===== config.mk =====
export PLATFORM = sky130hd
export DESIGN_NAME = jk_reg_bank_flat
export DESIGN_NICKNAME = d
export VERILOG_FILES = /design/src/rtl/jk_reg_bank_pkg.sv /design/src/rtl/jk_reg_bank_if.sv /design/src/rtl/jk_reg_bank_cell.sv /design/src/rtl/jk_reg_bank.sv /design/src/flat_wrapper.sv
export SDC_FILE = /design/constraint.sdc
export NUM_CORES = 1
export LEC_CHECK = 0
export ABC_AREA = 0
export CAP_MARGIN = 20
export CORE_MARGIN = 2
export CORE_UTILIZATION = 44
export CTS_CLUSTER_SIZE = 24
export DETAILED_ROUTE_END_ITERATION = 8
export PLACE_DENSITY_LB_ADDON = 0.12
export SETUP_SLACK_MARGIN = 0.02
export SYNTH_ARGS = -nofsm -noshare
export SYNTH_HDL_FRONTEND = slang
export SYNTH_SLANG_ARGS = --single-unit

===== constraint.sdc =====
create_clock -name clk -period 2.1 [get_ports clk]
set_clock_uncertainty 0.2 [all_clocks]
set_input_delay 0.63 -clock clk [delete_from_list [all_inputs] [get_ports clk]]
set_output_delay 0.63 -clock clk [all_outputs]
set_load 0.02 [all_outputs]

===== src/rtl/jk_reg_bank_pkg.sv =====
// jk_pkg: shared types and constants for the JK register bank.
//   mode_e    - bank operating mode
//   JK_*      - per-cell {k,j} command encodings
//   jk_apply  - next value of a single JK cell for a given {k,j}
package jk_pkg;

    typedef enum logic [1:0] {
        MODE_JK    = 2'd0,
        MODE_SHIFT = 2'd1,
        MODE_COUNT = 2'd2,
        MODE_HOLD  = 2'd3
    } mode_e;

    localparam logic [1:0] JK_HOLD = 2'b00;
    localparam logic [1:0] JK_SET  = 2'b01;
    localparam logic [1:0] JK_RST  = 2'b10;
    localparam logic [1:0] JK_TGL  = 2'b11;

    function automatic logic jk_apply(input logic [1:0] kj, input logic q_cur);
        logic q_new;
        q_new = q_cur;
        case (kj)
            JK_SET:  q_new = 1'b1;
            JK_RST:  q_new = 1'b0;
            JK_TGL:  q_new = ~q_cur;
            default: q_new = q_cur;
        endcase
        return q_new;
    endfunction

endpackage


===== src/rtl/jk_reg_bank_if.sv =====
// jk_reg_bank_if: control and data signals of the JK register bank.
//   enable, mode, dir, ser_in, j, k - driven by the master
//   q, carry, changed               - driven by the bank (slave)
interface jk_reg_bank_if #(
    parameter int WIDTH = 8
);
    import jk_pkg::*;

    logic             enable;
    mode_e            mode;
    logic             dir;
    logic             ser_in;
    logic [WIDTH-1:0] j;
    logic [WIDTH-1:0] k;
    logic [WIDTH-1:0] q;
    logic             carry;
    logic             changed;

    modport master (
        output enable, mode, dir, ser_in, j, k,
        input  q, carry, changed
    );

    modport slave (
        input  enable, mode, dir, ser_in, j, k,
        output q, carry, changed
    );

endinterface


===== src/rtl/jk_reg_bank_cell.sv =====
// jk_cell: one-bit JK flip-flop with synchronous clear, load and enable.
//   clk      - rising-edge clock
//   clear    - synchronous clear to 0, highest priority
//   load     - synchronous load of load_val, below clear
//   load_val - value taken on load
//   enable   - applies {k,j} when high, below load
//   j, k     - JK inputs
//   q        - cell state
module jk_cell
    import jk_pkg::*;
(
    input  logic clk,
    input  logic clear,
    input  logic load,
    input  logic load_val,
    input  logic enable,
    input  logic j,
    input  logic k,
    output logic q
);

    always_ff @(posedge clk) begin
        if (clear) begin
            q <= 1'b0;
        end else if (load) begin
            q <= load_val;
        end else if (enable) begin
            q <= jk_apply({k, j}, q);
        end
    end

endmodule


===== src/rtl/jk_reg_bank.sv =====
// jk_reg_bank: WIDTH-bit bank of JK cells usable as a per-bit JK register,
// a serial shift register or an up/down counter.
//   clk    - rising-edge clock
//   clear  - synchronous active-high reset, highest priority
//   preset - synchronous load of PRESET_VAL, below clear
//   bus    - slave side of jk_reg_bank_if (enable, mode, dir, ser_in, j, k
//            in; q, carry, changed out)
// carry and changed are registered one-cycle pulses.
module jk_reg_bank
    import jk_pkg::*;
#(
    parameter int               WIDTH      = 8,
    parameter logic [WIDTH-1:0] PRESET_VAL = '1
) (
    input  logic             clk,
    input  logic             clear,
    input  logic             preset,
    jk_reg_bank_if.slave     bus
);

    logic [WIDTH-1:0] q_bank;
    logic [WIDTH-1:0] eff_j;
    logic [WIDTH-1:0] eff_k;
    logic [WIDTH-1:0] tgl;
    logic [WIDTH-1:0] sh_next;
    logic [WIDTH-1:0] bank_next;
    logic             run;
    logic             carry_next;
    logic             carry_q;
    logic             changed_q;

    // Toggle chain: bit i toggles when every lower bit is 1 (up) or 0 (down).
    always_comb begin
        tgl = '0;
        run = 1'b1;
        for (int i = 0; i < WIDTH; i++) begin
            tgl[i] = run;
            run    = run & (bus.dir ? ~q_bank[i] : q_bank[i]);
        end
    end

    assign sh_next = bus.dir ? {bus.ser_in, q_bank[WIDTH-1:1]}
                             : {q_bank[WIDTH-2:0], bus.ser_in};

    // Every mode is expressed as per-cell {k,j}; shift drives set/reset
    // from the neighbour, count drives toggle from the chain.
    always_comb begin
        eff_j = '0;
        eff_k = '0;
        case (bus.mode)
            MODE_JK: begin
                eff_j = bus.j;
                eff_k = bus.k;
            end
            MODE_SHIFT: begin
                eff_j = sh_next;
                eff_k = ~sh_next;
            end
            MODE_COUNT: begin
                eff_j = tgl;
                eff_k = tgl;
            end
            default: begin
                eff_j = '0;
                eff_k = '0;
            end
        endcase
    end

    always_comb begin
        bank_next = q_bank;
        for (int i = 0; i < WIDTH; i++) begin
            bank_next[i] = jk_apply({eff_k[i], eff_j[i]}, q_bank[i]);
        end
    end

    always_comb begin
        carry_next = 1'b0;
        case (bus.mode)
            MODE_SHIFT: carry_next = bus.dir ? q_bank[0] : q_bank[WIDTH-1];
            MODE_COUNT: carry_next = bus.dir ? ~|q_bank : &q_bank;
            default:    carry_next = 1'b0;
        endcase
    end

    for (genvar g = 0; g < WIDTH; g++) begin : g_cell
        jk_cell u_cell (
            .clk      (clk),
            .clear    (clear),
            .load     (preset),
            .load_val (PRESET_VAL[g]),
            .enable   (bus.enable),
            .j        (eff_j[g]),
            .k        (eff_k[g]),
            .q        (q_bank[g])
        );
    end

    always_ff @(posedge clk) begin
        if (clear) begin
            carry_q   <= 1'b0;
            changed_q <= 1'b0;
        end else if (preset) begin
            carry_q   <= 1'b0;
            changed_q <= (q_bank != PRESET_VAL);
        end else if (bus.enable) begin
            carry_q   <= carry_next;
            changed_q <= (bank_next != q_bank);
        end else begin
            carry_q   <= 1'b0;
            changed_q <= 1'b0;
        end
    end

    assign bus.q       = q_bank;
    assign bus.carry   = carry_q;
    assign bus.changed = changed_q;

    a_mode_known: assert property (@(posedge clk) disable iff (clear)
        bus.enable |-> !$isunknown(bus.mode))
        else $error("mode is unknown while enable is high");

endmodule


===== src/flat_wrapper.sv =====
// flat-port wrapper written by rule: the top's interface ports become plain ports
module jk_reg_bank_flat import jk_pkg::*;
#(
    parameter int               WIDTH      = 8,
    parameter logic [WIDTH-1:0] PRESET_VAL = '1
)
  (clk, clear, preset, bus_enable, bus_mode, bus_dir, bus_ser_in, bus_j, bus_k, bus_q, bus_carry, bus_changed);
  jk_reg_bank_if #(.WIDTH(WIDTH)) bus_i ();
  input  logic clk;
  input  logic clear;
  input  logic preset;
  input wire logic [$bits(bus_i.enable)-1:0] bus_enable;
  input wire logic [$bits(bus_i.mode)-1:0] bus_mode;
  input wire logic [$bits(bus_i.dir)-1:0] bus_dir;
  input wire logic [$bits(bus_i.ser_in)-1:0] bus_ser_in;
  input wire logic [$bits(bus_i.j)-1:0] bus_j;
  input wire logic [$bits(bus_i.k)-1:0] bus_k;
  output wire logic [$bits(bus_i.q)-1:0] bus_q;
  output wire logic [$bits(bus_i.carry)-1:0] bus_carry;
  output wire logic [$bits(bus_i.changed)-1:0] bus_changed;
  assign bus_i.enable = bus_enable;
  assign bus_i.mode = bus_mode;
  assign bus_i.dir = bus_dir;
  assign bus_i.ser_in = bus_ser_in;
  assign bus_i.j = bus_j;
  assign bus_i.k = bus_k;
  assign bus_q = bus_i.q;
  assign bus_carry = bus_i.carry;
  assign bus_changed = bus_i.changed;
  jk_reg_bank #(.WIDTH(WIDTH), .PRESET_VAL(PRESET_VAL)) u_core (.clk(clk), .clear(clear), .preset(preset), .bus(bus_i));
endmodule

Word-level counts from Yosys, hierarchy flattened:

Index checks and enable logic that the tools add are counted.

* register bits after elaboration: 10
* input bits: 24
* output and inout port bits: 10
* logic and storage cells: 99

* eq/ne operators: 28
* multiplexer cells: 39
* bitwise gates (word level): 16
* reduce and logical (&&, ||, !) cells: 6

Operators with widths (count)
* 8-bit case mux with 3 select lines: 2
* 2-bit == test, second input constant: 17
* 1-bit two-way mux: 27
* 1-bit case mux with 3 select lines: 8
* 2-bit by 1-bit == test with 1-bit output, second input constant: 9
* 1-bit NOT: 9
* 8-bit two-way mux: 1
* 8-bit inequality test: 1
* 8-bit inequality test, second input constant: 1
* 8-bit NOT: 1
* 8-bit AND reduction: 1
* 8-bit OR reduction: 1
* 1-bit AND: 6
* 3-bit OR reduction: 1
* 2-bit zero test: 1
* 1-bit case mux with 2 select lines: 1
* 2-bit nonzero test: 1
* 1-bit zero test: 1

Depth between registers and ports, before layout:

* depth after elaboration: 14
* depth in mapped cells: 8
* gate-level depth less buffers: 8

Hierarchy:

From an unflattened synthesis, not the netlist that was laid out.

* cell total of the unflattened synthesis: 230
* area, all modules: 1781.7 um2

Modules (own cells, without submodules)
* jk_reg_bank: times used 1, cells an instance 142, area each 991.0 um2, seq. area each 40.0 um2
* jk_cell: times used 8, cells an instance 11, area each 98.8 um2, seq. area each 20.0 um2

Least setup slack after synthesis:

Ideal clock, no wire load.

* path kind: in2reg
* from: in bus_mode[0]
* to: reg u_core.g_cell[7].u_cell.q
* setup time: 0.125 ns
* arrival: 1.949 ns
* required time: 1.775 ns
* path slack: -0.174 ns
* stages: 8
* buffers on the path: 2
* cells stage by stage: inv_1 > ha_1 > clkbuf_1 > clkbuf_1 > a22oi_1 > a21o_1 > a221oi_2 > nor2_2

* longest elaborated chain between the ends: 6
* elaborated cells on any way between the ends: 11
* classes of those cells: eq/ne: 5; mux: 5; reduce/logical: 1

Ends and longest elaborated chain
* start: declaration: line flat_wrapper.sv:13 `input wire logic [$bits(bus_i.mode)-1:0] bus_mode;`
* 2-bit == test (tied with other cells): line jk_reg_bank.sv:50 `case (bus.mode)`
* 8-bit case mux with 3 select lines: line jk_reg_bank.sv:50
* 2-bit == test / 2-bit by 1-bit == test with 1-bit output (equally long branches): line jk_reg_bank_pkg.sv:22 `case (kj)`
* 1-bit case mux with 3 select lines (*)
* 1-bit two-way mux (*): line jk_reg_bank_cell.sv:27 `end else if (enable) begin`
* 1-bit two-way mux (*): line jk_reg_bank_cell.sv:25 `end else if (load) begin`
* end signal: assignment: line jk_reg_bank_cell.sv:26 `q <= load_val;`
* end signal: assignment: line jk_reg_bank_cell.sv:28 `q <= jk_apply({k, j}, q);`
* end: declaration: line jk_reg_bank_cell.sv:19 `output logic q`

Mark *: on every way between the ends. The rest lies on a longest branch, timed or not. The select of a mux whose other input is x is not followed.
A chain may end at the register's enable or synchronous reset.

Worst setup path in the final report:

* from: in bus_dir
* to: reg u_core.changed_q, in the netlist u_core.bus.changed

* longest elaborated chain between the ends: 13
* elaborated cells on any way between the ends: 52
* classes of those cells: eq/ne: 25; mux: 20; bitwise: 7

Ends and longest elaborated chain
* start: declaration: line flat_wrapper.sv:14 `input wire logic [$bits(bus_i.dir)-1:0] bus_dir;`
* 1-bit two-way mux: line jk_reg_bank.sv:38 `run = run & (bus.dir ? ~q_bank[i] : q_bank[i]);`
* 1-bit AND (6 in a row): line jk_reg_bank.sv:38
* 8-bit case mux with 3 select lines: line jk_reg_bank.sv:50
* 2-bit == test / 2-bit by 1-bit == test with 1-bit output (equally long branches): line jk_reg_bank_pkg.sv:22
* 1-bit case mux with 3 select lines: line jk_reg_bank_pkg.sv:22
* 8-bit inequality test (*): line jk_reg_bank.sv:108 `changed_q <= (bank_next != q_bank);`
* 1-bit two-way mux (*): line jk_reg_bank.sv:106 `end else if (bus.enable) begin`
* 1-bit two-way mux (*): line jk_reg_bank.sv:103 `end else if (preset) begin`
* end signal: assignment: line jk_reg_bank.sv:105 `changed_q <= (q_bank != PRESET_VAL);`
* end signal: assignment: line jk_reg_bank.sv:108
* end: declaration: line jk_reg_bank.sv:30 `logic changed_q;`

Mark *: on every way between the ends. The rest lies on a longest branch, timed or not.

==> impl_metrics.toml <==
[run_status]
outcome = "finished, violations left"
violations = "negative setup slack"

[finish]
seq_area_sq_um = 201
nNetsFinal = 258
design_area_sq_um = 2090
drive_gt1_frac = 0.354
fin_util = 0.758
multi_input_comb_area_sq_um = 1040
antennaDiodeCount = 0
fill_cells = 196
syn2layout_area_growth_pct = 64.7

[pwr]
ir_worst_vdd_v = 0.000338
p_total_uw = 835
leakagePower_uw = 0.000879
power.density_nw_per_um2 = 400

[setup_path]
cp_slowest_cell = "and4b_2"
critPathKind = "input pin to flip-flop"
cp_max_fo = 7
cp_cell_sequence = "clkbuf_4, and4b_2, a31o_2, a31oi_1, a21oi_1, nor4_2, o311ai_1"
crit_required_ps = 2050
start_kind = "input pin"
max_stage_delay_ps = 280
cp.arrival_ps = 2120
end_kind = "flip-flop"

[floorplan]
die_height_um = 57.7
die_w_um = 57.7
row_count = 19
coreArea_sq_um = 2760
start_util = 0.460
dieArea_sq_um = 3330
ios = 34

[yosys]
synth_area_sq_um = 1270
netlist.area_leader.share = 0.158
syn_inst = 170
synth-seq-area-share = 0.158
synth_common_cells = "13 x clkbuf_1, 12 x a21oi_1, 12 x o21ai_0, 10 x dfxtp_1"
syn_avg_cell_area_sq_um = 7.46
synth_fa_ha_area_frac = 0.0394
synthSimpleGateAreaFrac = 0.231
synth-seq-cells = 10
ys.flop_type = "dfxtp_1"
synth_compound_area_frac = 0.361
syn-num-nets = 198
yosysUniqueCellTypes = 49
synth_top_family_by_area = "compound AO/OA/AOI/OAI gates"
synth_edf_count = 0
synth_xor_area_frac = 0.0138
synthTopCellsByArea = "dfxtp_1 16%, mux2i_1 7.1%, a21oi_1 4.7%, o21ai_0 4.7%, buf_4 4.7%"
synth_mux_area_frac = 0.0888
synth_most_common_cell = "clkbuf_1"
yosys.area.top_type = "dfxtp_1"
yosys_warnings = 0
async_flop_share = 0

[sta]
finalSetupViolations = 2
layout_min_cycle_time_ps = 2160
setup_ws_ps = -63.5
final_hold_viol_count = 0
max_freq_mhz = 462
setup_tns_ps = -80.7
post-route-period-util = 1.03
worst_pin_slew_ps = 513
grt_setup_unrepaired = "yes"
drv_slew = 0
slew_headroom = 0.649

[cts]
tritoncts = "yes"
cts_max_level = 1
cts_root_buf = "clkbuf_4"
clockBufferDepth = 2
clk_pin_slew_ps = 80
worstSkewPairLatency_ps = 270
clock_sinks = 10
cts_made_buffers = 3

[grt]
grt_pass1_wl_um = 7390
grt_pass1_vias = 1632
grt_max_degree = 16
grt_overflow_total = 0
grt_use_total = 0.282
antenna_found_initial = 0

[detailed_routing]
wl_per_cell_um = 17.9
dr.pass1.iters = 5
drt-vias-per-instance = 6.48
postRouteWirelength_um = 4650
dr.first_iter.drc_count = 122
vias = 1685
antenna_left = 0
drc = 0

[place]
place_area_sq_um = 1940
portBuffers = 33
hpwl_um = 3240
gp_congestion = 0.911

[hold_path]
min-delay-path-class = "flip-flop to flip-flop"

[run]
drv_cap = 0
## routing by layer
metal | up-vias | part of all wire | track usage
met5 | - | 0 | 0
met4 | 0 | 0.055 | 0.156
met2 | 115 | 0.46 | 0.453
met1 | 776 | 0.40 | 0.367
met3 | 27 | 0.084 | 0.0335
li1 | 767 | - | -
## metrics by stage
| step | hold slack, ps | worst slack (ps) | cells |
|---|---|---|---|
| floorplan | 396 | -60.6 | 170 |
| global placement | 467 | -856 | 255 |
| detailed placement | 470 | -871 | 255 |
| CTS | 485 | -60.9 | 261 |
| global route | 525 | -192 | 260 |
| finish | 494 | -63.5 | 260 |
## where the power goes
group	internal (uW)	switching [uW]	leakage (uW)
Combinational	220	216	0.000774
Sequential	205	10.3	0.0000838
Clock	105	77.9	0.0000210
## cells by family after synthesis
logic type               after synthesis
AO/OA/AOI/OAI                         64
AND/OR/NAND/NOR                       51
buffers and inverters                 28
multiplexers                          11
flip-flops                            10
adder cells (fa/ha/maj)                4
XOR/XNOR                               2
## layout make-up
cell class	instances	area share
Timing Repair Buffer	78	0.353
Inverter	5	0.0186
Multi-Input combinational cell	132	0.496
Sequential cell	10	0.0964
Clock buffer	4	0.0174
Tap cell	31	0.0186
## flip-flops by register name (all words and copies together) (netlist names)
| register | flops |
|---|---|
| u_core.g_cell.u_cell.q | 8 |
| u_core.bus.changed | 1 |
| u_core.bus.carry | 1 |
## path summary, 6_finish.rpt
kind                                                start                   endpoint  slack (ps)  cells after the start
worst max-delay path                              bus_dir         u_core.bus.changed         -60                      7
worst min-delay path            u_core.g_cell[3].u_cell.q  u_core.g_cell[3].u_cell.q         490                      3
worst max register to register  u_core.g_cell[0].u_cell.q         u_core.bus.changed         -30                      7
worst min register to register  u_core.g_cell[3].u_cell.q  u_core.g_cell[3].u_cell.q         490                      3
## placed cells by master, fill, tap and decap left out, types with 2 or more instances in the layout
cell              n
o21ai_0          11
ha_4              2
buf_4            37
clkdlybuf4s50_1  18
buf_12            5
dfxtp_1           9
dlymetal6s2s_1    4
nor2b_1           4
nand3_1           2
mux2i_1           7
a31oi_1           4
a21o_1            2
nand2_1           7
a22o_1            3
nor3_1            5
or3_1             4
a2bb2oi_1         2
buf_6             4
xor2_1            2
a22oi_2           2
a21oi_1          12
and2_1            2
inv_1             2
mux2_2            2
dlygate4sd2_1     8
nand2b_1          4
a221oi_1          5
a211oi_2          2
o21a_1            3
nand4_1           3
o311ai_1          2
nor2_1            9
clkbuf_4          5
## critical path, delay by kind of cell
family                 cells  cell delay, ps
and+or+nand+nor            2             560
AOI/OAI and AO/OA          4             750
buffers and inverters      1             170
## what timing repair did
item / 4_1_cts / 5_1_grt
resized for setup: 38 / 18
gates cloned: 0 / 0
hold buffers: 0 / 0
buffers inserted: 2 / 0
endpoints found under the setup margin: 16 / 6
pin swaps: 17 / 14
Note: power is estimated with default switching activity, not from simulation.
